**src/rtl/pipe_ctrl_unit.sv**
```systemverilog
// Pipelined MIPS control unit: decodes the ID opcode into EX/MEM/WB control
// bundles and stages them through ID/EX, EX/MEM and MEM/WB. It also handles
// load-use stalls, branch flushes in MEM and a sticky illegal-opcode flag.
module pipe_ctrl_unit #(
  parameter int OPCODE_W  = 6,
  parameter int REG_W     = 5,
  parameter int ALUOP_W   = 2,
  parameter int HAZARD_EN = 1
) (
  input  logic                clk,
  input  logic                reset,
  input  logic                id_valid,
  input  logic [OPCODE_W-1:0] id_opcode,
  input  logic [REG_W-1:0]    id_rs,
  input  logic [REG_W-1:0]    id_rt,
  input  logic [REG_W-1:0]    id_rd,
  input  logic                mem_alu_zero,
  output logic                ex_reg_dst,
  output logic                ex_alu_src,
  output logic [ALUOP_W-1:0]  ex_alu_op,
  output logic                mem_branch,
  output logic                mem_read,
  output logic                mem_write,
  output logic [REG_W-1:0]    mem_write_reg,
  output logic                wb_reg_write,
  output logic                wb_mem_to_reg,
  output logic [REG_W-1:0]    wb_write_reg,
  output logic                pc_src,
  output logic                pc_write,
  output logic                ifid_write,
  output logic                ifid_flush,
  output logic                illegal_op
);

  localparam logic [OPCODE_W-1:0] OP_RTYPE = OPCODE_W'(6'b000000);
  localparam logic [OPCODE_W-1:0] OP_LW    = OPCODE_W'(6'b100011);
  localparam logic [OPCODE_W-1:0] OP_SW    = OPCODE_W'(6'b101011);
  localparam logic [OPCODE_W-1:0] OP_BEQ   = OPCODE_W'(6'b000100);
  localparam logic [OPCODE_W-1:0] OP_ADDI  = OPCODE_W'(6'b001000);

  localparam logic [ALUOP_W-1:0] ALU_ADD   = ALUOP_W'(2'b00);
  localparam logic [ALUOP_W-1:0] ALU_SUB   = ALUOP_W'(2'b01);
  localparam logic [ALUOP_W-1:0] ALU_FUNCT = ALUOP_W'(2'b10);

  typedef struct packed {
    logic               regDst;
    logic               aluSrc;
    logic [ALUOP_W-1:0] aluOp;
    logic               branch;
    logic               memRead;
    logic               memWrite;
    logic               regWrite;
    logic               memToReg;
  } ctrl_t;

  ctrl_t            dec;
  logic             decLegal;
  logic             usesRt;

  ctrl_t            idex;
  logic [REG_W-1:0] idexRt;
  logic [REG_W-1:0] idexRd;
  logic [REG_W-1:0] exWriteReg;

  logic             memRegWrite;
  logic             memMemToReg;

  logic             loadUse;
  logic             stall;

  // Opcode decode; usesRt marks opcodes that read rt as a source operand
  always_comb begin
    dec      = '0;
    decLegal = 1'b1;
    usesRt   = 1'b0;
    case (id_opcode)
      OP_RTYPE: begin
        dec.regDst   = 1'b1;
        dec.aluOp    = ALU_FUNCT;
        dec.regWrite = 1'b1;
        usesRt       = 1'b1;
      end
      OP_LW: begin
        dec.aluSrc   = 1'b1;
        dec.aluOp    = ALU_ADD;
        dec.memRead  = 1'b1;
        dec.regWrite = 1'b1;
        dec.memToReg = 1'b1;
      end
      OP_SW: begin
        dec.aluSrc   = 1'b1;
        dec.aluOp    = ALU_ADD;
        dec.memWrite = 1'b1;
        usesRt       = 1'b1;
      end
      OP_BEQ: begin
        dec.aluOp    = ALU_SUB;
        dec.branch   = 1'b1;
        usesRt       = 1'b1;
      end
      OP_ADDI: begin
        dec.aluSrc   = 1'b1;
        dec.aluOp    = ALU_ADD;
        dec.regWrite = 1'b1;
      end
      default: decLegal = 1'b0;
    endcase
    if (!id_valid) dec = '0;
  end

  // A load in EX whose destination is a source of the ID instruction
  assign loadUse = id_valid && idex.memRead && (idexRt != '0) &&
                   ((idexRt == id_rs) || ((idexRt == id_rt) && usesRt));
  assign stall   = (HAZARD_EN != 0) && loadUse;

  // Branch resolves in MEM; a taken branch also overrides a pending stall
  // so the target can be fetched.
  assign pc_src     = !reset && mem_branch && mem_alu_zero;
  assign ifid_flush = pc_src;
  assign pc_write   = reset || !stall || pc_src;
  assign ifid_write = pc_write;

  assign exWriteReg = idex.regDst ? idexRd : idexRt;

  assign ex_reg_dst = idex.regDst;
  assign ex_alu_src = idex.aluSrc;
  assign ex_alu_op  = idex.aluOp;

  // Control staging ID/EX -> EX/MEM -> MEM/WB with bubble insertion and the sticky illegal flag
  always_ff @(posedge clk) begin
    if (reset) begin
      idex          <= '0;
      idexRt        <= '0;
      idexRd        <= '0;
      mem_branch    <= 1'b0;
      mem_read      <= 1'b0;
      mem_write     <= 1'b0;
      memRegWrite   <= 1'b0;
      memMemToReg   <= 1'b0;
      mem_write_reg <= '0;
      wb_reg_write  <= 1'b0;
      wb_mem_to_reg <= 1'b0;
      wb_write_reg  <= '0;
      illegal_op    <= 1'b0;
    end else begin
      if (stall || pc_src) begin
        idex   <= '0;
        idexRt <= '0;
        idexRd <= '0;
      end else begin
        idex   <= dec;
        idexRt <= id_rt;
        idexRd <= id_rd;
      end

      if (pc_src) begin
        mem_branch    <= 1'b0;
        mem_read      <= 1'b0;
        mem_write     <= 1'b0;
        memRegWrite   <= 1'b0;
        memMemToReg   <= 1'b0;
        mem_write_reg <= '0;
      end else begin
        mem_branch    <= idex.branch;
        mem_read      <= idex.memRead;
        mem_write     <= idex.memWrite;
        memRegWrite   <= idex.regWrite;
        memMemToReg   <= idex.memToReg;
        mem_write_reg <= exWriteReg;
      end

      wb_reg_write  <= memRegWrite;
      wb_mem_to_reg <= memMemToReg;
      wb_write_reg  <= mem_write_reg;

      if (id_valid && !decLegal && !stall && !pc_src) illegal_op <= 1'b1;
    end
  end

endmodule

```
**config.mk**
```make
export PLATFORM = sky130hd
export DESIGN_NAME = pipe_ctrl_unit
export DESIGN_NICKNAME = d
export VERILOG_FILES = /design/src/rtl/pipe_ctrl_unit.sv
export SDC_FILE = /design/constraint.sdc
export NUM_CORES = 1
export LEC_CHECK = 0
export CORE_UTILIZATION = 39
export DETAILED_ROUTE_END_ITERATION = 16
export PLACE_DENSITY = 0.74
export SYNTH_ARGS = -nofsm -noshare
export SYNTH_HDL_FRONTEND = slang
export SYNTH_SLANG_ARGS = --single-unit
```
**constraint.sdc**
```tcl
create_clock -name clk -period 1.9 [get_ports clk]
set_clock_uncertainty 0.2 [all_clocks]
set_input_delay 0.38 -clock clk [delete_from_list [all_inputs] [get_ports clk]]
set_output_delay 0.38 -clock clk [all_outputs]
set_load 0.02 [all_outputs]
```
Word level (Yosys, flattened, before mapping)
Index checks and enable logic that the tools add are counted.
- bits in registers: 35
- output and inout port bits: 24
- input port bits: 25
- logic and storage cells: 61
- bitwise gates (word level): 1
- multiplexer cells: 10
- equality and inequality tests: 6
- reductions and logical operators: 26
- operators by type and width (kind ; number):
    equality test 6 bit, second input constant ; 2
    OR reduction 3 bit ; 4
    equality test 5 bit ; 2
    logical AND 1 bit ; 9
    2-to-1 mux 1 bit ; 8
    equality test 6 x 3 -> 1 bit, second input constant ; 1
    equality test 6 x 4 -> 1 bit, second input constant ; 1
    logical NOT 6 bit ; 1
    2-to-1 mux 5 bit ; 1
    nonzero test 5 bit ; 1
    OR reduction 5 bit ; 1
    logical NOT 1 bit ; 4
    logical OR 1 bit ; 4
    one-hot mux 2 bit (2 select lines) ; 1
    OR reduction 2 bit ; 2
    inverter 1 bit ; 1

Logic depth before layout (Yosys ltp)
Gate-level depths: netlist of run 1.
- word-level depth: 9
- gate-level depth with buffers: 6
- mapped depth without buffers: 4

Least setup slack after synthesis of run 1
No wires, ideal clock.
- path kind: input to output
- start: input port id_opcode[1]
- end: output port pc_write
- arrival time: 1.679 ns
- slack: -0.359 ns
- required time: 1.320 ns
- buffers on the path: 1
- stages: 5
- path through: or3_4 -> o22a_1 -> o32ai_1 -> nand2_1 -> buf_4
- cells in the longest elaborated chain, start to end: 9
- elaborated cells on any way between the ends: 11
- classes of those cells: eq/ne (2); mux (1); reduce/logical (8)
- RTL lines (what ; RTL line ; RTL):
    start: declaration ; 13 ; input logic [OPCODE_W-1:0] id_opcode,
    equality test 6 bit, or another cell as far along ; 76 ; case (id_opcode)
    OR reduction 3 bit (no source line) (*) ; -- ;
    2-to-1 mux 1 bit (*) ; 76 ;
    logical AND 1 bit (*) ; 113 ; ((idexRt == id_rs) || ((idexRt == id_rt) && usesRt));
    logical OR 1 bit (*) ; 113 ;
    logical AND 1 bit (*) ; 112 ; assign loadUse = id_valid && idex.memRead && (idexRt != '0) &&
    logical NOT 1 bit (*) ; 120 ; assign pc_write = reset || !stall || pc_src;
    logical OR 1 bit (*) (2 in series) ; 120 ;
    end: declaration ; 29 ; output logic pc_write,
Mark *: on every way between the ends. The rest lies on a longest branch, timed or not.

Worst setup path in the final report of run 1
- start: register idexRt[0]
- end: output port pc_write
- cells in the longest elaborated chain, start to end: 7
- elaborated cells on any way between the ends: 10
- classes of those cells: eq/ne (2); reduce/logical (8)
- RTL lines (what ; RTL line ; RTL):
    start: declaration ; 61 ; logic [REG_W-1:0] idexRt;
    start signal: assignment ; 152 ; idexRt <= id_rt;
    equality test 5 bit ; 113 ;
    logical AND 1 bit ; 113 ;
    logical OR 1 bit ; 113 ;
    logical AND 1 bit (*) ; 112 ;
    logical NOT 1 bit (*) ; 120 ;
    logical OR 1 bit (*) (2 in series) ; 120 ;
Marks and branches as above.

==> results_dict.tcl, run 1 <==
set metrics [dict create \
    tritoncts "yes" \
    start_util_pct 40.6 \
    setup_viol 19 \
    cp_max_fo 2 \
    synth_seq_area_share_pct 50.2 \
    largest_reg_flops 6 \
    max_cap_viol_count 0 \
    antenna_found_initial 0 \
    rsz0062_at_grt "true" \
    clk-insertion-delay-late_ps 330 \
    place_congestion 0.865 \
    clock-sinks 34 \
    grt_remaining_overflow 0 \
    via_per_inst 4.90 \
    drive_gt1_share_pct 34.8 \
    wl_per_cell_um 14.5 \
    hold_viol 0 \
    cp-end-kind "primary output" \
    syn_area_um2 1360 \
    route.vias.total 1309 \
    layout_commonest_cell "dfxtp_1" \
    cellLeakagePower_nw 1.04 \
    startpoint_type "flop" \
    grt_max_degree 15 \
    violations "setup timing" \
    synth_edf_count 0 \
    slew_violations 0 \
    die_height_um 61.0 \
    grt_pass1_wl_um 5640 \
    dp_hpwl_um 2460 \
    max_freq_mhz 435 \
    core_um2 3340 \
    outcome "finished, violations left" \
    critPathRequiredTime_ps 1320 \
    post-route-period-util_pct 121 \
    cts_buffer_depth 2 \
    clock-root-buffer "clkbuf_4" \
    ys_types 29 \
    final_cell_mix "dfxtp_1, buf_4, clkdlybuf4s50_1" \
    gr-usage-all-layers_pct 21.4 \
    cts_max_level 2 \
    dr.first_iter.drc_count 27 \
    io_pins 49 \
    worst_pin_slew_ps 442 \
    drt_pre_antenna_iters 4 \
    rows 21 \
    worstPathArrival_ps 1720 \
    critPathKind "flop to primary output" \
    io_buffers 48 \
    grt_pass1_vias 1247 \
    ys_warn_count 0 \
    slew_headroom_pct 70.3 \
    syn_avg_cell_area_um2 9.76 \
    finalCriticalPeriod_ps 2300 \
    whs_ps 234 \
    hp-class "flop to flop" \
    tns_ps -5690 \
    syn_nets 164 \
    fin_nets 245 \
    setup_ws_ps -399 \
    ir_drop_uv 363 \
    finish.instance_area_um2 2370 \
    die_w_um 61.0 \
    synthToLayoutAreaGrowth_pct 75.1 \
    syn_inst 139 \
    antenna_cells 0 \
    path_clk_slew_ps 100 \
    place_area_um2 2040 \
    ant_nets 0 \
    wirelength_um 3860 \
    die-area_um2 3720 \
    powerDensity_nw_per_um2 588 \
    synth-main-ff-cell "dfxtp_1" \
    ys_async_sr_fraction_pct 0 \
    drcViolationCount 0 \
    ys_seq_elements 34 \
    cts_buffers 5 \
]
## cell type report
class,count,area [um2]
clock buffer,7,55.1
timing repair buffer,84,788
inverter,2,7.51
fill,232,962
tap,46,57.6
sequential,34,683
multi-input combinational,93,778
clock inverter,1,5.00
## metal layers
metal,routed length (um),vias to the layer above,GRT usage [%]
met5,0,-,0
met4,50,0,11.0
met3,172,4,4.05
met2,2040,44,38.5
met1,1610,621,23.9
li1,-,640,-
## timing repair
item | 4_1_cts | 5_1_grt
hold buffers | 0 | 0
resized for setup | 59 | 27
cloned | 1 | 1
pin swaps | 7 | 9
setup buffers | 6 | 1
endpoints found under the setup margin | 21 | 28
## synthesized netlist by cell type (all sizes together), types with 3 or more instances
library cell   n  area (um2)
a21oi          4        20.0
and2           4        25.0
buf            6        52.6
clkbuf         4        15.0
dfxtp         34         681
mux2i          5        50.1
nand2         14        52.6
nand2b         3        18.8
nand3          3        15.0
nor2           8        30.0
nor2b          7        43.8
nor3          14        70.1
nor4           8        65.1
xnor2          9        78.8
## worst paths after layout
kind         depth (start not counted)  slack [ps]         end      start
min                                  1         230   mem_write    idex[2]
max reg2reg                         10        -360  ex_reg_dst  idexRt[0]
max                                  5        -400    pc_write  idexRt[0]
min reg2reg                          1         230   mem_write    idex[2]
## stage by stage
step / cells / utilization [%] / power, W / worst slack [ps]
3_5_place_dp: 252 / 61.3 / 0.000972 / -944
5_1_grt: 267 / 71.2 / 0.00144 / -462
2_1_floorplan: 139 / - / 0.000846 / -298
3_3_place_gp: 252 / 61.3 / 0.000965 / -943
6_report: 267 / 71.2 / 0.00140 / -399
4_1_cts: 266 / 67.6 / 0.00138 / -398
## critical path, cell delays in order (launching register included)
cell      delay, ps
dfxtp_2         340
or4_4           560
o211ai_4        180
nor2_1           70
nand2_1         110
buf_6           130
## kinds of logic after synthesis
family	Yosys count	synth area share (%)
xor+xnor	10	6.46
mux	5	3.69
simple gates	68	28.0
compound gates	10	6.09
buf+inv	12	5.53
flops	34	50.2
## power by group
| part | switching (W) | total, W | internal, W |
|---|---|---|---|
| logic | 0.000106 | 0.000234 | 0.000128 |
| clock network | 0.000239 | 0.000418 | 0.000179 |
| registers | 0.0000106 | 0.000745 | 0.000735 |
| total | 0.000356 | 0.00140 | 0.00104 |
Power figures use the tool's default switching activity.
==> run 2, diff against run 1 <==
--- a/config.mk
+++ b/config.mk
@@ -7,6 +7,7 @@
 export LEC_CHECK = 0
 export CORE_UTILIZATION = 39
 export DETAILED_ROUTE_END_ITERATION = 16
+export HOLD_SLACK_MARGIN = 0.03
 export PLACE_DENSITY = 0.74
 export SYNTH_ARGS = -nofsm -noshare
 export SYNTH_HDL_FRONTEND = slang
==> results of run 2 <==
No change in the layout: final DEF, timing and power equal those of run 1.
==> run 3, diff against run 2 <==
--- a/config.mk
+++ b/config.mk
@@ -9,6 +9,7 @@
 export DETAILED_ROUTE_END_ITERATION = 16
 export HOLD_SLACK_MARGIN = 0.03
 export PLACE_DENSITY = 0.74
+export REMOVE_ABC_BUFFERS = 1
 export SYNTH_ARGS = -nofsm -noshare
 export SYNTH_HDL_FRONTEND = slang
 export SYNTH_SLANG_ARGS = --single-unit
==> run 3 against run 2 <==
Effect of this change:
- the flow still finishes with violations (setup timing)
- critical path depth stayed put
- critical path type unchanged
- first-iteration DRC count is 110% higher
- cell count is 1.1% higher
- die area stayed put
- count of clock-buffer cells in the layout is 1 lower
- critical endpoint is now ifid_write
- combinational power is 18% higher
- core utilization is 2.5 points higher
- cell area is 3.6% higher
==> results_dict.tcl, run 3 (synthesized netlist as in run 1, its figures left out) <==
set metrics [dict create \
    outcome "finished, violations left" \
    violations "setup timing" \
    grt_remaining_overflow 0 \
    grt_pass1_vias 1301 \
    whs_path_depth 3 \
    rows 21 \
    layout_commonest_cell "buf_4" \
    ant_nets 0 \
    die-area_um2 3720 \
    cp-end-kind "primary output" \
    clock-root-buffer "clkbuf_4" \
    synthToLayoutAreaGrowth_pct 81.4 \
    ir_drop_uv 357 \
    clk-insertion-delay-late_ps 330 \
    max_cap_viol_count 0 \
    postCtsHoldBufs 0 \
    cp_max_fo 2 \
    hold_start "id_rt[0]" \
    setup_ws_ps -383 \
    hp-class "input port to flop" \
    worstPathArrival_ps 1700 \
    dr.first_iter.drc_count 58 \
    drt_pre_antenna_iters 4 \
    preCtsSetupSlack_ps -1030 \
    regToRegSetupSlack_ps -320 \
    startpoint_type "flop" \
    setup_viol 19 \
    rsz0062_at_grt "true" \
    r2r_cells 8 \
    cts_buffers 5 \
    finish.instance_area_um2 2460 \
    core_um2 3340 \
    timing.rr.start "idexRt[2]" \
    grt_pass1_wl_um 5950 \
    fin_nets 248 \
    slew_headroom_pct 76.9 \
    cts_max_level 2 \
    slew_violations 0 \
    io_buffers 48 \
    post-route-period-util_pct 120 \
    wl_per_cell_um 14.9 \
    via_per_inst 5.06 \
    drive_gt1_share_pct 39.3 \
    r2r-end "idex[2]" \
    finalCriticalPeriod_ps 2280 \
    final_cell_mix "buf_4, dfxtp_1, clkdlybuf4s50_1" \
    critPathKind "flop to primary output" \
    hold_path_end "idexRt[0]" \
    drcViolationCount 0 \
    max_freq_mhz 438 \
    grt_max_degree 12 \
    cellLeakagePower_nw 1.11 \
    antenna_cells 0 \
    die_w_um 61.0 \
    cts_buffer_depth 2 \
    io_pins 49 \
    die_height_um 61.0 \
    gr-usage-all-layers_pct 22.9 \
    hold_viol 0 \
    start_util_pct 40.6 \
    powerDensity_nw_per_um2 584 \
    critPathRequiredTime_ps 1320 \
    tritoncts "yes" \
    wirelength_um 4010 \
    dp_hpwl_um 2710 \
    worst_pin_slew_ps 344 \
    path_clk_slew_ps 110 \
    route.vias.total 1366 \
    clock-sinks 34 \
    place_congestion 0.796 \
    largest_reg_flops 6 \
    place_area_um2 2050 \
    antenna_found_initial 0 \
]
## run 3: cell count changes in the layout (fill, tap and decap cells not counted), moves of 2 or more
cell,previous run,this run
buf_4,29,37
buf_6,11,6
clkdlybuf4s50_1,29,25
xnor2_1,4,0
xnor2_4,0,4
dlymetal6s2s_1,7,10
nor3_1,4,7
clkbuf_2,0,2
nor3_4,3,1
## run 3: layout make-up
class	instances	area [um2]
Multi-Input combinational cell	93	853
Tap cell	46	57.6
Clock inverter	2	12.5
Sequential cell	34	684
Timing Repair Buffer	87	793
Clock buffer	6	51.3
Inverter	2	7.51
Fill cell	240	877
## run 3: layer usage
metal	up-vias	part of all wire [%]	track usage (%)
met1	651	37	22.7
met4	0	2.3	11.0
li1	650	-	-
met5	-	0	0
met3	11	4.5	7.04
met2	54	56	43.2
## run 3: power by group
part | leakage, nW | internal, W | switching (W) | total (W)
combinational | 0.792 | 0.000151 | 0.000124 | 0.000275
sequential | 0.279 | 0.000735 | 0.00000915 | 0.000744
clock | 0.0343 | 0.000178 | 0.000239 | 0.000417
## run 3: timing repair
action                                  in CTS  in global routing
resized for setup                           62                 29
pin swaps                                   11                 15
cloned                                       1                  0
endpoints found under the setup margin      22                 29
buffers inserted                             8                  2
## run 3: metrics by stage
step / hold slack [ps] / util (%) / setup TNS, ps / cells / total power, W
final: 186 / 73.7 / -4740 / 270 / 0.00144
after global routing: 178 / 73.7 / -5780 / 270 / 0.00150
after global placement: 208 / 61.5 / -10950 / 253 / 0.000970
after detailed placement: 221 / 61.5 / -11410 / 253 / 0.000979
after CTS: 242 / 69.9 / -2520 / 268 / 0.00141
after floorplan: 206 / - / -2370 / 129 / 0.000841
## run 3: worst max-delay path by stage
| stage | start | endpoint | slack [ps] | cells after the start |
|---|---|---|---|---|
| 3_5_place_dp | id_opcode[1] | pc_write | -1030 | 6 |
| 5_1_grt | idexRt[1] | ifid_write | -450 | 6 |
| 6_report | idexRt[2] | ifid_write | -380 | 5 |
| 2_1_floorplan | id_opcode[1] | ifid_write | -240 | 4 |
| 3_3_place_gp | id_opcode[1] | ifid_write | -1000 | 6 |
| 4_1_cts | idexRt[4] | pc_write | -380 | 5 |
## run 3: worst max-delay path, cell delays in order, from the launching register on
cell      delay (ps)
dfxtp_2          330
or4_4            550
o211ai_4         200
nor2_2            70
nand2_2           80
buf_6            120
